===== src/rtl/seven_seg_pkg.sv =====
// Shared definitions for the seven-segment display multiplexer and its
// receive-side demultiplexer.
package seven_seg_pkg;

  localparam int WIDTH_SEG = 4;
  localparam int WIDTH_EN  = 4;

  localparam logic [WIDTH_EN-1:0] EN_D0    = 4'b1110;
  localparam logic [WIDTH_EN-1:0] EN_D1    = 4'b1101;
  localparam logic [WIDTH_EN-1:0] EN_D2    = 4'b1011;
  localparam logic [WIDTH_EN-1:0] EN_D3    = 4'b0111;
  localparam logic [WIDTH_EN-1:0] EN_BLANK = 4'b1111;

  typedef enum logic [1:0] {
    DIG0 = 2'd0,
    DIG1 = 2'd1,
    DIG2 = 2'd2,
    DIG3 = 2'd3
  } dig_idx_e;

endpackage


===== src/rtl/seven_seg_en_decode.sv =====
// Classifies a registered active-low enable pattern as a digit index, the
// blank pattern, or an illegal pattern.
module seven_seg_en_decode
  import seven_seg_pkg::*;
(
  input  logic [WIDTH_EN-1:0] en_i,
  output logic [1:0]          idx_o,
  output logic                legal_o,
  output logic                blank_o
);

  always_comb begin
    idx_o   = 2'd0;
    legal_o = 1'b0;
    blank_o = 1'b0;
    case (en_i)
      EN_D0:    begin idx_o = 2'd0; legal_o = 1'b1; end
      EN_D1:    begin idx_o = 2'd1; legal_o = 1'b1; end
      EN_D2:    begin idx_o = 2'd2; legal_o = 1'b1; end
      EN_D3:    begin idx_o = 2'd3; legal_o = 1'b1; end
      EN_BLANK: blank_o = 1'b1;
      default:  ;
    endcase
  end

endmodule


===== src/rtl/seven_seg_demux.sv =====
// Rebuilds the four digit values from a multiplexed display bus, filters
// short glitches, checks scan order and flags complete frames.
module seven_seg_demux #(
  parameter int WIDTH_SEG = 4,
  parameter int SETTLE    = 2,
  parameter int ERR_W     = 8
) (
  input  logic                 i_clk,
  input  logic                 i_rst,
  input  logic [3:0]           i_en,
  input  logic [WIDTH_SEG-1:0] i_seg,
  output logic [WIDTH_SEG-1:0] o_dig1,
  output logic [WIDTH_SEG-1:0] o_dig2,
  output logic [WIDTH_SEG-1:0] o_dig3,
  output logic [WIDTH_SEG-1:0] o_dig4,
  output logic                 o_valid,
  output logic                 o_frame,
  output logic                 o_err,
  output logic [ERR_W-1:0]     o_err_cnt
);
  import seven_seg_pkg::*;

  localparam int HW = $clog2(SETTLE + 1);
  localparam logic [HW-1:0] H_ONE = HW'(1);
  localparam logic [HW-1:0] H_MAX = HW'(SETTLE);

  logic [3:0]           r_en_q;
  logic [WIDTH_SEG-1:0] r_seg_q;
  logic [HW-1:0]        h_q, h_d;
  logic                 captured_q, captured_d;
  logic [3:0]           mask_q, mask_d;
  dig_idx_e             last_q;
  logic [WIDTH_SEG-1:0] dig_q [4];

  logic [1:0] idx;
  logic       legal, blank;
  logic       restart, armed, doCap, doIll, inOrder;
  logic       frame_d, err_d;

  seven_seg_en_decode u_decode (
    .en_i    (r_en_q),
    .idx_o   (idx),
    .legal_o (legal),
    .blank_o (blank)
  );

  // The dwell counter tracks how long the registered pattern has held; a
  // new pattern starts a fresh dwell that may be captured once.
  always_comb begin
    restart    = {i_en, i_seg} != {r_en_q, r_seg_q};
    h_d        = restart ? H_ONE : ((h_q == H_MAX) ? H_MAX : HW'(h_q + H_ONE));
    armed      = (h_q == H_MAX) && !captured_q;
    doCap      = armed && legal;
    doIll      = armed && !legal && !blank;
    inOrder    = (mask_q == 4'd0) || (idx == last_q) || (idx == 2'(last_q + 2'd1));
    captured_d = !restart && (captured_q || doCap || doIll);
    mask_d     = mask_q;
    frame_d    = 1'b0;
    err_d      = 1'b0;
    if (doIll) begin
      mask_d = 4'd0;
      err_d  = 1'b1;
    end else if (doCap) begin
      if (inOrder) begin
        mask_d = mask_q | (4'd1 << idx);
      end else begin
        mask_d = 4'd1 << idx;
        err_d  = 1'b1;
      end
      if (mask_d == 4'hF) begin
        frame_d = 1'b1;
        mask_d  = 4'd0;
      end
    end
  end

  always_ff @(posedge i_clk) begin
    if (i_rst) begin
      r_en_q     <= EN_BLANK;
      r_seg_q    <= '0;
      h_q        <= '0;
      captured_q <= 1'b0;
      mask_q     <= 4'd0;
      last_q     <= DIG0;
      for (int i = 0; i < 4; i++) dig_q[i] <= '0;
      o_valid    <= 1'b0;
      o_frame    <= 1'b0;
      o_err      <= 1'b0;
      o_err_cnt  <= '0;
    end else begin
      r_en_q     <= i_en;
      r_seg_q    <= i_seg;
      h_q        <= h_d;
      captured_q <= captured_d;
      mask_q     <= mask_d;
      o_frame    <= frame_d;
      o_err      <= err_d;
      if (frame_d) o_valid <= 1'b1;
      if (err_d && (o_err_cnt != {ERR_W{1'b1}})) o_err_cnt <= o_err_cnt + 1'b1;
      if (doCap) begin
        last_q     <= dig_idx_e'(idx);
        dig_q[idx] <= r_seg_q;
      end
    end
  end

  assign o_dig1 = dig_q[0];
  assign o_dig2 = dig_q[1];
  assign o_dig3 = dig_q[2];
  assign o_dig4 = dig_q[3];

endmodule


===== config.mk =====
export PLATFORM = sky130hd
export DESIGN_NAME = seven_seg_demux
export DESIGN_NICKNAME = d
export VERILOG_FILES = /design/src/rtl/seven_seg_pkg.sv /design/src/rtl/seven_seg_en_decode.sv /design/src/rtl/seven_seg_demux.sv
export SDC_FILE = /design/constraint.sdc
export NUM_CORES = 1
export LEC_CHECK = 0
export ABC_AREA = 1
export BUFFER_PORTS_ARGS = -buffer_cell sky130_fd_sc_hd__buf_2
export CORE_MARGIN = 5
export CORE_UTILIZATION = 50
export CTS_BUF_LIST = sky130_fd_sc_hd__clkbuf_8 sky130_fd_sc_hd__clkbuf_16
export CTS_CLUSTER_SIZE = 30
export DETAILED_ROUTE_END_ITERATION = 10
export PLACE_DENSITY = 0.69
export SLEW_MARGIN = 20
export SYNTH_ARGS = -nofsm -noshare
export SYNTH_HDL_FRONTEND = slang
export SYNTH_SLANG_ARGS = --single-unit

===== constraint.sdc =====
create_clock -name i_clk -period 1.9 [get_ports i_clk]
set_input_delay 0.095 -clock i_clk [delete_from_list [all_inputs] [get_ports i_clk]]
set_output_delay 0.095 -clock i_clk [all_outputs]
set_load 0.1 [all_outputs]

## After elaboration in Yosys (flattened, before gate mapping)

Memories as Yosys holds them, arrays and structs flattened.
Cells that the tools add are included.

- Flip-flop bits (word level): 28
- Input bits: 10
- Memories kept: 1
- Word-level logic and storage cells: 70
- Output and inout port bits: 27
- Bits in read-only memories: 0
- Bits in writable memories: 16
- Latch bits: 0

Memory list:

| name | depth | bits a word | rd ports | clocked after memory_dff | wr ports | RTL line | source |
|---|---|---|---|---|---|---|---|
| dig_q | 4 | 4 | 4 | 0 | 4 | seven_seg_demux.sv:33 | `logic [WIDTH_SEG-1:0] dig_q [4];` |

- Reductions and logical operators: 19
- Bitwise logic cells: 1
- Add/subtract/negate cells: 3
- Shift-type cells: 1
- Div/mod/pow operators: 0
- Order comparisons: 0
- Muxes and demuxes: 23
- $mul: 0
- Eq/ne operators: 11

Operators by type and width:

| operator | count |
|---|---|
| $eq A4 B4 Y1 const B | 5 |
| $mux W4 | 5 |
| $mux W1 | 15 |
| $add A8 B1 Y8 const B | 1 |
| $ne A8 B8 Y1 | 1 |
| $ne A8 B8 Y1 const B | 1 |
| $reduce_or A4 Y1 | 2 |
| $logic_and A1 B1 Y1 | 6 |
| $pmux W2 S3 | 1 |
| $add A2 B1 Y2 const B | 2 |
| $eq A2 B2 Y1 | 2 |
| $eq A4 B3 Y1 const B | 1 |
| $logic_not A1 Y1 | 4 |
| $logic_not A4 Y1 | 1 |
| $logic_or A1 B1 Y1 | 4 |
| $mux W2 | 2 |
| $or A4 B4 Y4 | 1 |
| $reduce_or A2 Y1 | 2 |
| $shl A1 B2 Y4 const A | 1 |
| $eq A2 B2 Y1 const B | 1 |

## Logic depth before layout (Yosys ltp)

Gate-level depths: netlist (run 1).

- Word-level depth: 12
- Mapped depth: 13
- Gate-level depth less buffers: 13

## By module

A second synthesis (run 1) with hierarchy kept.

- Cells, all modules: 239
- Area, all modules: 2037.0 µm²

Modules (own cells, without submodules):

| module | area an instance (µm²) | cells an instance | instances |
|---|---|---|---|
| seven_seg_demux | 1954.4 | 221 | 1 |
| seven_seg_en_decode | 82.6 | 18 | 1 |

## Worst setup path before layout (run 1)

Ideal clock, no wire load.

- Path kind: register to register
- Start: reg o_err_cnt[1]
- End: reg o_err_cnt[5]
- Setup time: 0.069 ns
- Setup slack: -0.407 ns
- Data arrival time: 2.238 ns
- Period minus slack after synthesis: 2.307 ns
- Required time: 1.831 ns
- Cell stages (with the launch flop): 8
- Path buffers: 0
- Path through: dfxtp_1 > ha_1 > nand3_1 > nor2_1 > nand3_2 > nand2_8 > nand2_2 > a21oi_2

- Longest elaborated chain between the ends: 2
- Elaborated cells between the ends (all ways): 3

RTL lines:

| item | RTL line | source |
|---|---|---|
| start: declaration | seven_seg_demux.sv:19 | `output logic [ERR_W-1:0] o_err_cnt` |
| start signal: assignment | seven_seg_demux.sv:99 | `if (err_d && (o_err_cnt != {ERR_W{1'b1}})) o_err_cnt <= o_err_cnt + 1'b1;` |
| parallel branches: the longest is 2 deep, another holds $add A8 B1 Y8 | - |  |

Several ways; the timed one is not identified.
A chain may end at the register's enable or synchronous reset.

==> run_results.csv, run 1 <==
group,metric,value,unit
sta,min_period,1.733,ns
clock_network,cts_buffer_depth,2,
routing,drtAntennaViolNets,0,
grt,grt_pass1_vias,1501,
routing,avgRoutedWirePerCell,11.58,microns
routing,via_count,1635,
sta,finalMaxSlewViolations,0,
sta,hold_viol,0,
logic_synthesis,yosys.area.top_type,"dfxtp_1",
logic_synthesis,netlist_area,2128,sq um
sta,setup-violations-final,0,
logic_synthesis,synth_area_per_cell,8.723,sq um
critical_path,slowest_delay,0.41,ns
critical_path,end_kind,"flop",
placed_design,place_congestion,0.8671,
critical_path,critPathLaunchType,"flop",
critical_path,crit_chain,"inv_1, nor2_2, nand2_2, nand2_4, nor2_4, nand2_2, nand2_4, nor2_4, nand2_1, nand2_2",
sta,rsz0062_at_grt,"yes",
logic_synthesis,synth_nets,257,
floorplanning,core.rowCount,23,
logic_synthesis,synth_edf_count,16,
logic_synthesis,netlist_top_cells_count,"35 x nand2_1, 33 x nor2_1, 29 x inv_1, 28 x dfxtp_1, 18 x nand3_1",
routing,firstDrtPassIters,4,
pwr,switchingPower,0.4847,mW
floorplanning,dieWidth,75.24,microns
floorplanning,core_area,4058,sq um
logic_synthesis,ys_types,32,
pwr,power,1.909,mW
logic_synthesis,ys_warn_count,0,
clock_network,cts_buffers,5,
finish,seqCellArea,1054,sq um
logic_synthesis,async_flop_share,0,
floorplanning,die_h,75.24,microns
floorplanning,ios,37,
grt,grt_max_degree,18,
sta,tightest_slew,0.4892,ns
grt,overflow,0,
logic_synthesis,synth_top_area_share,0.2634,
pwr,powerDensity,764.6,nW/um^2
finish,layout.nets,299,
clock_network,clock_latency,0.29,ns
logic_synthesis,syn_inst,244,
placed_design,portBuffers,36,
sta,setup_ws,0.1673,ns
clock_network,clk_pin_slew,0.08,ns
routing,drtIter0Drc,77,
sta,max_freq,0.5771,GHz
critical_path,worstPathArrival,1.74,ns
pwr,p_int,1.424,mW
critical_path,cp_max_fo,7,
routing,drc,0,
sta,min_period_over_period,0.9120,
finish,fill_cells,368,
logic_synthesis,synthTopCellsByArea,"dfxtp_1 26%, edfxtp_1 23%, nand2_1 6.2%",
logic_synthesis,synthFlopType,"dfxtp_1",
status,status,"finished clean",
finish,final_layout_size_suffix_gt1_frac,0.3275,
placed_design,hpwlAfterDp,3.031,mm
pwr,ir_drop,0.3465,mV
critical_path,crit_top_cell,"nand2_2",
pwr,pwr-share-comb,0.119,
floorplanning,start_util,0.5245,
grt,grt_antenna_before_repair,0,
logic_synthesis,synth_most_common_cell,"nand2_1",
grt,grt_pass1_wl,6.486,mm
clock_network,h-tree-depth,2,
clock_network,cts_root_buf,"clkbuf_8",
sta,slew_headroom,0.6761,
pwr,switching_share,0.2540,
pwr,leakage,1.127,nW
pwr,power_frac_clock,0.357,
sta,skew,0.008045,ns
critical_path,criticalPathCategory,"flop to flop",
clock_network,clkSinkCount,44,
logic_synthesis,synth_seq_cells,44,
grt,track_usage,0.1508,
critical_path,crit_required,1.90,ns
floorplanning,die_area,5661,sq um
finish,areaGrowthSynthToFinish,17.28,%
flow_run,drv_cap,0,
routing,routed_wl,3.901,mm
clock_network,cts_tree,"built",
worst_hold_path,hp-class,"primary input to flop",
finish,multiInputGateArea,937.1,sq um
finish,antenna_cells,0,
pwr,seqPwrFrac,0.525,
routing,vias_per_cell,4.852,
placed_design,place_ws,0.1101,ns
critical_path,cp_slowest_cell,"dfxtp_1",
logic_synthesis,ys_seq_area_frac,0.4891,
[final cells by class]
cell class,count,share of cell area
well taps,50,0.02506
repair buffers,38,0.07820
multi-input cells,160,0.3754
clock inverters,3,0.01504
inverters,37,0.05664
flip-flops and latches,44,0.4221
clock buffers,5,0.02757
[stage by stage]
stage	utilization	cells	hold slack, ns	TNS (ns)	cell area [sq um]
6_report	0.6152	337	0.01453	0	2496
5_1_grt	0.6152	337	0.006307	-0.002713	2496
4_1_cts	0.6146	337	0.008264	0	2494
3_5_place_dp	0.5883	329	0.3135	0	2387
3_3_place_gp	0.5883	329	0.3222	0	2387
2_1_floorplan	-	244	0.1988	0	2141
[cell usage in the layout (no fill, tap or decap), drive strengths merged]
master,count
nand2,52
nor2,41
buf,38
inv,37
dfxtp,28
nand3,19
edfxtp,16
a21oi,13
o21ai,10
clkbuf,5
xor2,4
o21bai,4
xnor2,3
ha,3
nor4,2
nand4,2
nor3,2
clkinv,2
o2111ai,1
a211oi,1
nor3b,1
a211o,1
or2,1
bufinv,1
[final timing paths]
kind	start	endpoint	slack (ns)	depth (start not counted)
setup reg to reg	r_en_q[2]	dig_q[1][2]	0.17	10
setup / recovery	r_en_q[2]	dig_q[1][2]	0.17	10
hold / removal	i_en[1]	r_en_q[1]	0.01	2
hold reg to reg	o_valid	o_valid	0.47	2
[sequential cells by signal, indices dropped and copies added, names as in the netlist, 2 cells and up]
register / cells
last_q: 2
dig_q: 16
h_q: 2
r_en_q: 4
mask_q: 4
r_seg_q: 4
o_err_cnt: 8
[cells by family after synthesis]
group,synth area share
and+or+nand+nor,0.2975
DFF,0.4891
buffers and inverters,0.07172
AOI/OAI and AO/OA,0.09524
xor gates and xnor gates,0.02881
adders and majority gates,0.01764
[power by group through the flow]
| stage | Combinational (mW) | Sequential [mW] | Clock (mW) |
|---|---|---|---|
| 6_report | 0.226 | 1.00 | 0.681 |
| 3_3_place_gp | 0.225 | 1.02 | 0 |
| 5_1_grt | 0.244 | 1.00 | 0.745 |
| 2_1_floorplan | 0.0948 | 1.11 | 0 |
| 4_1_cts | 0.228 | 1.00 | 0.697 |
| 3_5_place_dp | 0.227 | 1.02 | 0 |
[critical path, delay by kind of cell, from the launching register on]
kind | cells | cell delay [ns]
simple gates | 9 | 0.95
buf+inv | 1 | 0.09
flops | 1 | 0.41
[what timing repair did]
| item | in CTS | in global routing |
|---|---|---|
| hold buffers | 0 | 0 |
| gates resized for setup | 0 | 1 |
| buffers inserted | 0 | 0 |
| setup endpoints to repair | 0 | 5 |
[metal layers]
layer / track usage / vias to the layer above / wire, microns
met5: 0 / - / 0
met4: 0.04660 / 0 / 40
met3: 0.04806 / 5 / 228
met2: 0.2640 / 37 / 1943
li1: - / 864 / -
met1: 0.1759 / 729 / 1688
(Power assumes the default switching activity.)
==> run 2: changes to the inputs <==
CORE_MARGIN = not set   (was 5)
==> run 2 against run 1 <==
Compared with the run above: final cell count unchanged; total power decreased by 7.5%; critical path type unchanged; clock-buffer cell count unchanged; sequential share of layout area increased by 0.43 points; highest routed layer unchanged; utilization is 0.62 points lower.
==> run_results.csv, run 2 (synthesized netlist as in run 1, its figures left out) <==
group,metric,value,unit
status,status,"finished clean",
pwr,ir_drop,0.3116,mV
clock_network,clkSinkCount,44,
sta,rsz0062_at_grt,"no",
placed_design,place_ws,0.1229,ns
floorplanning,die_area,4521,sq um
grt,grt_pass1_wl,6.837,mm
critical_path,crit_end,"dig_q[1][3]",
finish,regMostFlops,"dig_q",
clock_network,h-tree-depth,2,
finish,largest_register_ffs,16,
floorplanning,start_util,0.5245,
critical_path,worstPathArrival,1.75,ns
clock_network,clock_latency,0.29,ns
sta,skew,0.002676,ns
grt,track_usage,0.2012,
routing,routed_wl,3.948,mm
finish,fill_cells,375,
sta,tns,0,ns
sta,setup-violations-final,0,
floorplanning,die_h,67.24,microns
clock_network,postCtsSetupBuffers,0,
sta,setup_ws,0.1439,ns
critical_path,critPathLaunchType,"flop",
worst_hold_path,hp-class,"primary input to flop",
grt,grt_max_degree,18,
finish,mostFrequentLayoutCells,"36 x buf_2, 34 x nand2_1, 33 x nor2_1, 31 x inv_1, 22 x dfxtp_1",
routing,drc,0,
clock_network,cts_tree,"built",
routing,vias_per_cell,4.997,
critical_path,r2r_slack,0.14,ns
sta,min_period_over_period,0.9243,
clock_network,cts_root_buf,"clkbuf_8",
sta,finalMaxSlewViolations,0,
critical_path,r2r_end,"dig_q[1][3]",
finish,antenna_cells,0,
finish,reg_top3,"dig_q: 16 flops, o_err_cnt: 8 flops",
clock_network,cts_buffers,5,
grt,overflow,0,
pwr,power,1.766,mW
critical_path,criticalPathCategory,"flop to flop",
placed_design,portBuffers,36,
clock_network,clk_pin_slew,0.07,ns
critical_path,cp_max_fo,7,
finish,finalInstanceArea,2471,sq um
floorplanning,dieWidth,67.24,microns
sta,tightest_slew,0.4870,ns
flow_run,drv_cap,0,
finish,final_layout_size_suffix_gt1_frac,0.3275,
finish,layout.nets,299,
critical_path,crit_start,"r_en_q[2]",
routing,avgRoutedWirePerCell,11.72,microns
sta,hold_viol,0,
placed_design,dpl_cell_area,2387,sq um
critical_path,end_kind,"flop",
grt,grt_pass1_vias,1601,
pwr,leakage,1.124,nW
grt,grt_antenna_before_repair,0,
clock_network,cts_buffer_depth,2,
sta,min_period,1.756,ns
routing,firstDrtPassIters,4,
finish,fin_util,0.6090,
critical_path,crit_required,1.90,ns
finish,final_common_cell,"buf_2",
finish,areaGrowthSynthToFinish,16.11,%
routing,drtAntennaViolNets,0,
floorplanning,core.rowCount,23,
floorplanning,core_area,4058,sq um
sta,slew_headroom,0.6776,
routing,via_count,1684,
pwr,powerDensity,714.6,nW/um^2
critical_path,ff2ff_path_depth,10,
critical_path,rr_startpoint,"r_en_q[2]",
sta,max_freq,0.5694,GHz
floorplanning,ios,37,
routing,drtIter0Drc,115,
placed_design,hpwlAfterDp,2.932,mm
placed_design,place_congestion,0.7742,
==> run 2: cell count changes in the layout (fill, tap and decap cells not counted), sizes merged <==
cell,change
bufinv,-1
clkinv,-1
inv,+2
==> run 2: final cells by class <==
class / instances / area (sq um) / share of cell area
Sequential cell: 44 / 1054 / 0.4263
Multi-Input combinational cell: 160 / 937.1 / 0.3792
Timing Repair Buffer: 38 / 195.2 / 0.07899
Inverter: 37 / 141.4 / 0.05722
Clock buffer: 5 / 68.82 / 0.02785
Tap cell: 50 / 62.56 / 0.02532
Clock inverter: 3 / 12.51 / 0.005063
==> run 2: worst min-delay path by stage <==
stage | cells past startpoint | slack (ns) | from | end
after floorplan | 1 | 0.20 | i_en[1] | r_en_q[1]
after global placement | 3 | 0.32 | i_seg[0] | r_seg_q[0]
after detailed placement | 3 | 0.32 | i_en[3] | r_en_q[3]
after CTS | 2 | 0.02 | i_en[1] | r_en_q[1]
after global routing | 3 | 0.03 | i_en[2] | r_en_q[2]
final | 3 | 0.03 | i_en[0] | r_en_q[0]
==> run 2: layer usage <==
metal  track usage  up-vias  share of wire
li1              -      874              -
met1        0.2442      745           0.45
met2        0.3413       54           0.48
met3       0.04730       11          0.047
met4       0.07979        0          0.023
met5             0        -              0
==> run 2: through the flow <==
stage	std cells	hold slack, ns
after detailed placement	329	0.3243
final	337	0.02580
after global placement	329	0.3221
after floorplan	244	0.1988
after CTS	337	0.02221
after global routing	337	0.02687
==> run 2: power breakdown <==
| part | switching (mW) | total (mW) | internal (mW) |
|---|---|---|---|
| logic | 0.179 | 0.228 | 0.0495 |
| registers | 0.0104 | 1.00 | 0.992 |
| clock network | 0.289 | 0.536 | 0.247 |
==> run 2: what timing repair did <==
action                     4_1_cts  5_1_grt
hold buffers                     0        0
gates resized for setup          0        1
setup endpoints to repair        0        4
==> run 2: critical path, stage by stage (launching register included) <==
cell and delay (ns):
dfxtp_1 0.41, inv_1 0.09, nor2_2 0.09, nand2_2 0.12, nand2_4 0.11, nor2_4 0.05
nand2_2 0.06, nand2_4 0.09, nor2_4 0.15, nand2_1 0.16, nand2_2 0.14
==> run 3: changes to the inputs <==
ABC_AREA = 0   (was 1)
PLACE_DENSITY = 0.7   (was 0.69)
SETUP_SLACK_MARGIN = 0.4   (was not set)
==> run 3 against run 2 <==
Compared with the run above: the flow now finishes with violations (setup timing); clock power up 32%; synthesized area decreased by 5.7%; worst hold slack got worse by 0.015 ns; fmax is 18% lower; final cell count decreased by 0.89%; non-clock buffer count up 50; register-to-register slack got worse by 0.39 ns; utilization grew 24 points; first-iteration DRC count up 18%; design area is 29% higher; synthesized cell count is 19% lower; wire length up 53%; critical path type unchanged; largest power group unchanged.
==> run_results.csv, run 3 <==
group,metric,value,unit
critical_path,cp_slowest_cell,"or4_4",
grt,grt_util_met3,0.06424,
critical_path,end_kind,"flop",
critical_path,cp_max_fo,7,
routing,firstDrtPassIters,4,
sta,max_freq,0.4668,GHz
logic_synthesis,yosys.area.top_type,"dfxtp_1",
floorplanning,die_area,4271,sq um
critical_path,criticalPathCategory,"flop to flop",
sta,min_period,2.142,ns
finish,final_common_cell,"buf_2",
clock_network,clock_latency,0.30,ns
sta,hold_viol,0,
finish,reg_top3,"dig_q: 16 flops, o_err_cnt: 8 flops",
pwr,leakage,1.350,nW
placed_design,hpwlAfterDp,3.300,mm
critical_path,critPathTopFamily,"simple AND/OR/NAND/NOR gates",
sta,min_period_over_period,1.128,
grt,grt_antenna_before_repair,0,
floorplanning,start_util,0.5361,
routing,drtAntennaViolNets,0,
critical_path,crit_required,2.14,ns
finish,fin_util,0.8533,
placed_design,portBuffers,36,
critical_path,ff2ff_path_depth,7,
grt,track_usage,0.2826,
pwr,ir_drop,0.6090,mV
grt,grt_pass1_vias,1893,
critical_path,r2r_end,"o_err_cnt[7]",
logic_synthesis,syn_inst,197,
finish,layout.nets,298,
pwr,powerDensity,632.7,nW/um^2
worst_hold_path,hp-class,"primary input to flop",
finish,areaGrowthSynthToFinish,59.16,%
clock_network,cts_tree,"built",
finish,largest_register_ffs,16,
finish,antenna_cells,0,
finish,mostFrequentLayoutCells,"36 x buf_2, 31 x buf_4, 16 x edfxtp_1, 15 x dfxtp_1, 14 x buf_6",
status,status,"finished, violations left",
finish,final_layout_size_suffix_gt1_frac,0.5839,
critical_path,r2r_slack,-0.24,ns
critical_path,cp_num_cells,7,
routing,routed_wl,6.033,mm
status,violations,"setup timing",
logic_synthesis,ys_warn_count,0,
clock_network,cts_buffer_depth,2,
routing,drtIter0Drc,136,
sta,finalMaxSlewViolations,0,
sta,skew,0.01368,ns
logic_synthesis,synth_nets,210,
grt,grt_pass1_wl,8.921,mm
sta,tightest_slew,0.5068,ns
routing,avgRoutedWirePerCell,18.06,microns
grt,grt_max_degree,25,
critical_path,critPathLaunchType,"flop",
logic_synthesis,synth_area_per_cell,10.19,sq um
placed_design,place_congestion,0.8301,
logic_synthesis,synth_seq_cells,44,
placed_design,dpl_cell_area,2454,sq um
logic_synthesis,netlist_top_cells_count,"28 x dfxtp_1, 16 x edfxtp_1, 15 x and3_1, 14 x a21oi_1, 14 x nand2_1",
floorplanning,die_h,65.36,microns
routing,via_count,1943,
grt,overflow,0,
pwr,power,2.021,mW
clock_network,cts_root_buf,"clkbuf_8",
logic_synthesis,ys_types,44,
critical_path,crit_start,"r_en_q[1]",
logic_synthesis,synth_top_area_share,0.2793,
grt,busiest_layer,"met2",
clock_network,clk_pin_slew,0.09,ns
floorplanning,dieWidth,65.36,microns
clock_network,clkSinkCount,44,
logic_synthesis,async_flop_share,0,
logic_synthesis,ys_seq_area_frac,0.5187,
flow_run,drv_cap,0,
logic_synthesis,synthTopCellsByArea,"dfxtp_1 28%, edfxtp_1 24%, and3_1 4.7%",
grt,met1_usage,0.3097,
floorplanning,core.rowCount,22,
routing,drc,0,
critical_path,crit_chain,"nand2b_4, a21oi_2, or4_4, a211oi_4, o21ai_4, or4_4, a21oi_2",
sta,setup-violations-final,35,
logic_synthesis,synth_edf_count,16,
sta,slew_headroom,0.6622,
floorplanning,ios,37,
logic_synthesis,synthFlopType,"dfxtp_1",
clock_network,h-tree-depth,2,
sta,setup_ws,-0.2423,ns
critical_path,worstPathArrival,2.38,ns
finish,finalInstanceArea,3194,sq um
routing,vias_per_cell,5.817,
critical_path,crit_end,"o_err_cnt[7]",
critical_path,slowest_delay,0.56,ns
critical_path,rr_startpoint,"r_en_q[1]",
finish,regMostFlops,"dig_q",
grt,use_met2,0.5155,
logic_synthesis,netlist_area,2007,sq um
sta,rsz0062_at_grt,"yes",
critical_path,cp_num_buf_inv,0,
clock_network,cts_buffers,5,
logic_synthesis,synth_most_common_cell,"dfxtp_1",
floorplanning,core_area,3744,sq um
run 3: changes by cell type after synthesis, moves of 7 or more:
cell	previous run	this run
a21oi_1	7	14
and3_1	0	15
inv_1	29	6
inv_2	7	0
nand2_1	35	14
nand2_2	12	0
nand3_1	18	8
nor2_1	33	12
run 3: logic make-up (layout without fill, tap and decap cells):
kind of cell / after synthesis / count (layout) / share of synthesized area
flip-flops: 44 / 44 / 0.5187
AND/OR/NAND/NOR: 88 / 88 / 0.2456
AO/OA/AOI/OAI: 38 / 38 / 0.1315
adder cells (fa/ha/maj): 3 / 3 / 0.01871
XOR/XNOR: 11 / 11 / 0.04800
buffers and inverters: 13 / 102 / 0.03741
run 3: stage by stage:
stage / setup TNS (ns) / hold slack, ns / std cells / worst slack, ns
2_1_floorplan: -1.407 / 0.1666 / 197 / -0.2139
3_3_place_gp: -1.182 / 0.3095 / 299 / -0.1806
3_5_place_dp: -3.308 / 0.3105 / 299 / -0.3060
4_1_cts: -3.401 / 0.006434 / 326 / -0.2424
5_1_grt: -6.854 / 0.01466 / 334 / -0.3024
6_report: -4.299 / 0.01113 / 334 / -0.2423
run 3: where the power goes:
group	switching (mW)	total, mW	internal, mW
Clock	0.322	0.707	0.385
Combinational	0.193	0.306	0.112
Sequential	0.0176	1.01	0.991
Total	0.532	2.02	1.49
run 3: how the worst min path moves through the flow:
stage	startpoint	endpoint	slack (ns)	depth (start not counted)
after floorplan	i_rst	r_seg_q[0]	0.17	1
after global placement	i_en[3]	r_en_q[3]	0.31	2
after detailed placement	i_en[3]	r_en_q[3]	0.31	2
after CTS	i_en[3]	r_en_q[3]	0.006	2
after global routing	i_en[2]	r_en_q[2]	0.01	2
final	i_en[2]	r_en_q[2]	0.01	2
run 3: routing by layer:
metal  wire length [microns]  part of all wire  vias up
met4                      99             0.016        0
met3                     381             0.063        8
li1                        -                 -      890
met5                       0                 0        -
met2                    3294              0.55       79
met1                    2257              0.37      966
run 3: final cells by class:
cell class	count	area, sq um
Clock buffer	5	68.82
Clock inverter	3	38.79
Fill cell	192	549.3
Inverter	6	22.52
Multi-Input combinational cell	140	1219
Sequential cell	44	1062
Tap cell	48	60.06
Timing Repair Buffer	88	723.2
run 3: worst reg2reg max path: cells and delay by family, from the launching register on:
kind,cells,cell delay [ns]
AND/OR/NAND/NOR,3,1.11
AO/OA/AOI/OAI,4,0.61
flip-flops,1,0.36
run 3: what timing repair did:
action                                 in CTS  in global routing
setup endpoints to repair                  45                 48
endpoints found under the hold margin       0                  1
gates resized for setup                    39                 44
buffers inserted                           16                  7
cloned                                      3                  0
hold buffers                                0                  1
pin swaps                                   9                 21
